`src/rtl/trap_ctrl.sv`:
```
// Machine-mode trap sequencer: prioritises interrupts, exceptions and mret, then
// walks a fixed IDLE -> COMMIT -> REDIRECT sequence. Also owns mtime/mtimecmp.
module trap_ctrl #(
    parameter int unsigned TICK_DIV         = 1,
    parameter logic [31:0] MTVEC_ALIGN_MASK = 32'hFFFF_FFFC
) (
    input  logic        clk,
    input  logic        rst,
    input  logic        inst_valid,
    input  logic [31:0] pc,
    input  logic        illegal_inst,
    input  logic        ecall,
    input  logic        mret,
    input  logic        ext_irq,
    input  logic        sw_irq,
    input  logic        mstatus_mie,
    input  logic [31:0] mie,
    input  logic [31:0] mtvec,
    input  logic [31:0] mepc,
    input  logic        tcmp_we,
    input  logic        tcmp_hi,
    input  logic [31:0] tcmp_wdata,
    output logic        stall,
    output logic        trap_take,
    output logic [31:0] trap_cause,
    output logic [31:0] trap_epc,
    output logic        mret_take,
    output logic        redirect_valid,
    output logic [31:0] redirect_pc,
    output logic [31:0] mip,
    output logic [63:0] mtime,
    output logic [1:0]  fsm_state
);

    typedef enum logic [1:0] {
        ST_IDLE     = 2'd0,
        ST_COMMIT   = 2'd1,
        ST_REDIRECT = 2'd2
    } state_t;

    state_t      state, state_nxt;
    logic [63:0] mtimecmp;
    logic [15:0] presc;
    logic        tick;
    logic        mtip;
    logic        mei, msi, mti;
    logic        ev_hit, ev_mret, take;
    logic [31:0] ev_cause;
    logic [31:0] lat_cause, lat_epc, lat_target;
    logic        lat_mret;
    logic        unused_mie_bits;

    assign unused_mie_bits = ^{mie[31:12], mie[10:8], mie[6:4], mie[2:0]};
    assign fsm_state       = state;

    // Timer: prescaler wraps every TICK_DIV cycles and advances mtime; runs during stall.
    assign tick = (presc == 16'(TICK_DIV - 1));
    assign mtip = (mtime >= mtimecmp);

    always_ff @(posedge clk) begin
        if (rst) begin
            presc    <= 16'd0;
            mtime    <= 64'd0;
            mtimecmp <= 64'hFFFF_FFFF_FFFF_FFFF;
        end else begin
            presc <= tick ? 16'd0 : presc + 16'd1;
            if (tick)
                mtime <= mtime + 64'd1;
            if (tcmp_we) begin
                if (tcmp_hi)
                    mtimecmp[63:32] <= tcmp_wdata;
                else
                    mtimecmp[31:0]  <= tcmp_wdata;
            end
        end
    end

    assign mip = {20'd0, ext_irq, 3'd0, mtip, 3'd0, sw_irq, 3'd0};

    assign mei = ext_irq & mie[11] & mstatus_mie;
    assign msi = sw_irq  & mie[3]  & mstatus_mie;
    assign mti = mtip    & mie[7]  & mstatus_mie;

    // Priority encoder; a winning interrupt discards the instruction's own flags.
    always_comb begin
        ev_hit   = 1'b1;
        ev_mret  = 1'b0;
        ev_cause = 32'd0;
        if (mei)               ev_cause = 32'h8000_000B;
        else if (msi)          ev_cause = 32'h8000_0003;
        else if (mti)          ev_cause = 32'h8000_0007;
        else if (illegal_inst) ev_cause = 32'h0000_0002;
        else if (ecall)        ev_cause = 32'h0000_000B;
        else if (mret)         ev_mret  = 1'b1;
        else                   ev_hit   = 1'b0;
    end

    assign take = (state == ST_IDLE) && inst_valid && ev_hit;

    always_ff @(posedge clk) begin
        if (rst) begin
            state      <= ST_IDLE;
            lat_cause  <= 32'd0;
            lat_epc    <= 32'd0;
            lat_target <= 32'd0;
            lat_mret   <= 1'b0;
        end else begin
            state <= state_nxt;
            if (take) begin
                lat_cause  <= ev_cause;
                lat_epc    <= pc;
                lat_mret   <= ev_mret;
                lat_target <= ev_mret ? mepc : (mtvec & MTVEC_ALIGN_MASK);
            end
        end
    end

    always_comb begin
        state_nxt = state;
        case (state)
            ST_IDLE:     if (take) state_nxt = ST_COMMIT;
            ST_COMMIT:   state_nxt = ST_REDIRECT;
            ST_REDIRECT: state_nxt = ST_IDLE;
            default:     state_nxt = ST_IDLE;
        endcase
    end

    // Pulses are single-cycle and unconditional (no ready); rst masks any in flight.
    always_comb begin
        stall          = !rst && (take || state != ST_IDLE);
        trap_take      = !rst && state == ST_COMMIT && !lat_mret;
        mret_take      = !rst && state == ST_COMMIT && lat_mret;
        redirect_valid = !rst && state == ST_REDIRECT;
        trap_cause     = trap_take ? lat_cause : 32'd0;
        trap_epc       = trap_take ? lat_epc : 32'd0;
        redirect_pc    = redirect_valid ? lat_target : 32'd0;
    end

endmodule
```
`config.mk`:
```
export PLATFORM = sky130hd
export DESIGN_NAME = trap_ctrl
export DESIGN_NICKNAME = d
export VERILOG_FILES = /design/src/rtl/trap_ctrl.sv
export SDC_FILE = /design/constraint.sdc
export NUM_CORES = 1
export LEC_CHECK = 0
export ABC_AREA = 1
export CORE_MARGIN = 4
export CORE_UTILIZATION = 29
export DETAILED_ROUTE_END_ITERATION = 8
export PLACE_DENSITY = 0.61
export SETUP_SLACK_MARGIN = 0.1
export SLEW_MARGIN = 20
export SYNTH_ARGS = -nofsm -noshare
export SYNTH_HDL_FRONTEND = slang
export SYNTH_SLANG_ARGS = --single-unit
```
`constraint.sdc`:
```
create_clock -name clk -period 6.7 [get_ports clk]
set_clock_uncertainty 0.05 [all_clocks]
set_input_delay 0.67 -clock clk [delete_from_list [all_inputs] [get_ports clk]]
set_output_delay 0.67 -clock clk [all_outputs]
set_load 0.05 [all_outputs]
```
# Word-level counts from Yosys, hierarchy flattened
# Index checks and enable logic that the tools add are counted.
[op_classes]
n_lt_le_gt_ge = 1
eq_ne = 3
n_reduce_logical = 16
add_sub_neg = 2
muxes = 22
n_bitwise = 7
[ops]
columns = ["op", "n"]
rows = [
  ["32-bit 2-to-1 mux", 7],
  ["64-bit by 1-bit adder with 64-bit output (second input constant)", 1],
  ["64-bit greater-or-equal comparator", 1],
  ["16-bit by 1-bit adder with 16-bit output (second input constant)", 1],
  ["16-bit zero test", 1],
  ["1-bit 2-to-1 mux", 11],
  ["4-bit 2-to-1 mux", 2],
  ["1-bit logical AND", 7],
  ["1-bit AND", 6],
  ["2-bit one-hot mux with 2 select lines", 1],
  ["2-bit AND reduction", 2],
  ["2-bit by 1-bit equality test with 1-bit output (second input constant)", 1],
  ["2-bit equality test (second input constant)", 1],
  ["1-bit zero test", 2],
  ["2-bit zero test", 1],
  ["2-bit 2-to-1 mux", 1],
  ["2-bit != test (second input constant)", 1],
  ["2-bit nonzero test", 1],
  ["2-bit OR reduction", 1],
  ["1-bit logical OR", 1],
  ["1-bit inverter", 1],
]
[totals]
out_inout_bits = 198
elab_cells = 60
register_bits = 243
inputBits = 171

# Logic depth before layout (Yosys ltp)
[logic_depth]
ltp_word = 9
depth_mapped = 23
mapped_depth_nobuf = 22

# Worst setup path before layout
# No wires, ideal clock.
[synth_timing]
path_type = "reg2out"
startpoint = "register mtime[0]"
endpoint = "output port stall"
arrival_ns = 2.886
path_stages_with_launch = 18
path_buffers = 1
t_required_ns = 5.980
path_slack_ns = 3.094
cell_sequence = "dfxtp_1 inv_2 ha_1 nand2_1 nor2_1 nand2_1 nor2_1 nor2_1 nand2_1 nand2_1 nand2_1 nand2_1 nand2_2 nand2_4 nand4_1 nand2_2 buf_4 a31oi_1"
[synth_via]
elab_chain_cells = 9
[synth_rtl]
columns = ["item", "line_no", "source"]
rows = [
  ["start: declaration", "31", "output logic [63:0] mtime,"],
  ["start signal: assignment", "68", "mtime <= mtime + 64'd1;"],
  ["64-bit greater-or-equal comparator", "58", "assign mtip = (mtime >= mtimecmp);"],
  ["via mtip", "45", "logic mtip;"],
  ["1-bit AND (2 in series)", "82", "assign mti = mtip & mie[7] & mstatus_mie;"],
  ["1-bit 2-to-1 mux", "91", "else if (mti) ev_cause = 32'h8000_0007;"],
  ["1-bit 2-to-1 mux", "90", "else if (msi) ev_cause = 32'h8000_0003;"],
  ["1-bit 2-to-1 mux", "89", "if (mei) ev_cause = 32'h8000_000B;"],
  ["1-bit logical AND", "98", "assign take = (state == ST_IDLE) && inst_valid && ev_hit;"],
  ["1-bit logical OR", "130", "stall = !rst && (take || state != ST_IDLE);"],
  ["1-bit logical AND", "130", ""],
  ["end: declaration", "23", "output logic stall,"],
]
# The timed path passes the listed nets, and every way through them passes these cells.

# Worst setup path after layout
[layout_timing]
startpoint = "register mtime[31]"
endpoint = "output port stall"
[layout_via]
elab_chain_cells = 9
[layout_rtl]
columns = ["item", "line_no"]
rows = [
  ["64-bit greater-or-equal comparator", "58"],
  ["1-bit AND (2 in series)", "82"],
  ["1-bit 2-to-1 mux", "91"],
  ["1-bit 2-to-1 mux", "90"],
  ["1-bit 2-to-1 mux", "89"],
  ["1-bit logical AND", "98"],
  ["1-bit logical OR", "130"],
  ["1-bit logical AND", "130"],
]
# No other way between the ends.

==> metrics.csv <==
metric,value,unit
place_ws,2248,ps
synthArstFlopShare,0,%
synth-edff-count,0,
synth.most_common_cell,nand2_1,
wl_per_cell,16.89,um
critPathBufInv,1,
fin_setup_tns,0,ps
vias,12750,
antenna_found_initial,0,
drtAntennaViolNets,0,
ys_ff_latch,216,
syn_inst,1908,
cts-root-buf,clkbuf_16,
worstSetupPathType,reg2out,
crit_path_frequent_cell,nand2_1,
drc_errors,0,
cp-end-kind,primary output,
r2r-end,lat_epc[16],
fmax,202.1,MHz
fillers,4624,
crit_end,stall,
worstMarginPinSlew,1031,ps
whs,394.4,ps
outcome,finished clean,
synth_commonest_cells,"nand2_1, inv_1, nor2_1",
track_usage,18.42,%
r2r_setup_slack,3060,ps
cts_sinks,216,
core_area,44220,um^2
syn_avg_cell_area,6.786,um^2
ios,369,
hold_violations,0,
dr.pass1.iters,5,
ys.flop_type,dfxtp_1,
r2r_start,mtime[27],
startpoint,mtime[31],
drv_slew,0,
seq_area_frac_synth,33.40,%
hp-class,reg2reg,
crit_chain,"ha_1, nand2_1, nor2_1, nand4_1, a21oi_1, nor2_1, nand2_1, nand2_1, nand2_2, nand2_4, nand4_1, nand2_2, a31oi_1, clkdlybuf4s50_1",
rows,77,
cts_setup_buffers,0,
crit_family,simple AND/OR/NAND/NOR gates,
final_nets,2392,
period_needed,4947,ps
cts_buffers,27,
slowest_stage,clkdlybuf4s50_1,
hpwl,35780,um
power.density,205.7,nW/um^2
cts_resized,0,
power.total,0.003496,W
cellLeakagePower,7.307,nW
synth_area,12950,um^2
gr-total-overflow,0,
critPathRequiredTime,5980,ps
die_w,219.3,um
fp.dieH,219.3,um
setup_ws,1753,ps
synthTopCellsByArea,"dfxtp_1, nand2_1, inv_1",
clk_pin_slew,70,ps
grt_pass1_vias,12180,
drt_iter0_markers,703,
finalCritPeriodShare,73.84,%
grt_pass1_wl,69700,um
peakVddDrop,0.1767,mV
regArea,4324,um^2
grt_max_degree,69,
cts_tree,yes,
syn_to_final_growth,31.27,%
arrival,4230,ps
cts_buffer_depth,3,
crit_fanout,45,
wl,46690,um
start_util,29.28,%
yosysTopAreaCell,dfxtp_1,
relSlewSlack,31.25,%
synth_cell_type_count,49,
synth_top_area_share,33.40,%
io_buffer_count,281,
dp.cells,2717,
holdBufCountCts,0,
diodes,0,
htree_num_levels,1,
die-area,48090,um^2
multiInputGateArea,6884,um^2
max_stage_delay,870,ps
viasPerCell,4.611,
worst_r2r_path_depth,15,
drive_gt1_share,7.041,%
startpoint_type,flip-flop,
cap_violations,0,
clock_latency,560,ps
yosys_warnings,0,
critical_path_depth,14,
setup_viol_count_final,0,
final_cells,2765,
place_congestion,0.9474,
rsz0062_at_grt,false,
worst min path at each step:
stage | startpoint | endpoint | depth (start not counted)
4_1_cts | presc[0] | presc[0] | 1
6_report | presc[0] | presc[0] | 1
5_1_grt | presc[0] | presc[0] | 1
3_3_place_gp | presc[0] | presc[0] | 1
2_1_floorplan | presc[0] | presc[0] | 1
3_5_place_dp | presc[0] | presc[0] | 1
final cells by class:
cell class                 instances  share of cell area, %
clock buffer                      32                  4.203
clock inverter                    16                  1.553
inverter                         319                  7.067
multi-input combinational       1301                  40.50
sequential                       216                  25.44
tap                              592                  4.358
timing repair buffer             289                  16.87
cells by family (layout without fill, tap and decap cells):
kind of cell,after synthesis,count (layout),synth area share (%)
fa+ha+maj,67,67,6.475
simple gates,893,893,30.84
other cells,1,56,0.02896
compound gates,249,249,11.74
buf+inv,446,656,15.09
xor+xnor,36,36,2.435
flops,216,216,33.40
flip-flops by register name (all words and copies together) (netlist names):
register,count
lat_epc,32
lat_cause,5
presc,16
mtime,64
lat_mret,1
fsm_state,2
lat_target,32
mtimecmp,64
per-stage QoR:
step,utilization [%],area (um^2)
floorplan,-,13150
global placement,36.22,16020
detailed placement,36.22,16020
CTS,38.43,17000
global route,38.43,17000
finish,38.43,17000
report_power, final:
group	switching [W]	internal [W]	total, W	leakage, nW
clock	0.000597	0.00103	0.00162	0.478
sequential	0.0000254	0.00135	0.00138	1.77
combinational	0.000320	0.000174	0.000493	5.06
placed cells by master, fill, tap and decap left out, drive strengths merged:
| cell | instances |
|---|---|
| nand2 | 447 |
| inv | 318 |
| clkdlybuf4s50 | 280 |
| nor2 | 249 |
| dfxtp | 216 |
| a21oi | 110 |
| nand3 | 70 |
| ha | 67 |
| o211ai | 64 |
| o21ai | 61 |
| conb | 56 |
| nor3 | 54 |
| nand4 | 36 |
| xor2 | 34 |
| clkbuf | 32 |
| nor4 | 22 |
| buf | 9 |
| clkinv | 8 |
| bufinv | 7 |
| or2 | 5 |
| nor3b | 5 |
| o21a | 4 |
| a31oi | 4 |
| a21o | 2 |
| xnor2 | 2 |
| and3 | 2 |
| a211oi | 2 |
| clkinvlp | 2 |
| and3b | 1 |
| o21bai | 1 |
| and2 | 1 |
| nor4b | 1 |
| a221oi | 1 |
metal layers:
metal	wire, um	up-vias	global-route usage (%)
met5	0	-	0
met1	19600	5825	22.66
met4	1455	0	5.751
met2	21640	419	31.53
li1	-	6432	-
met3	3990	73	4.749
(Power assumes the default switching activity.)
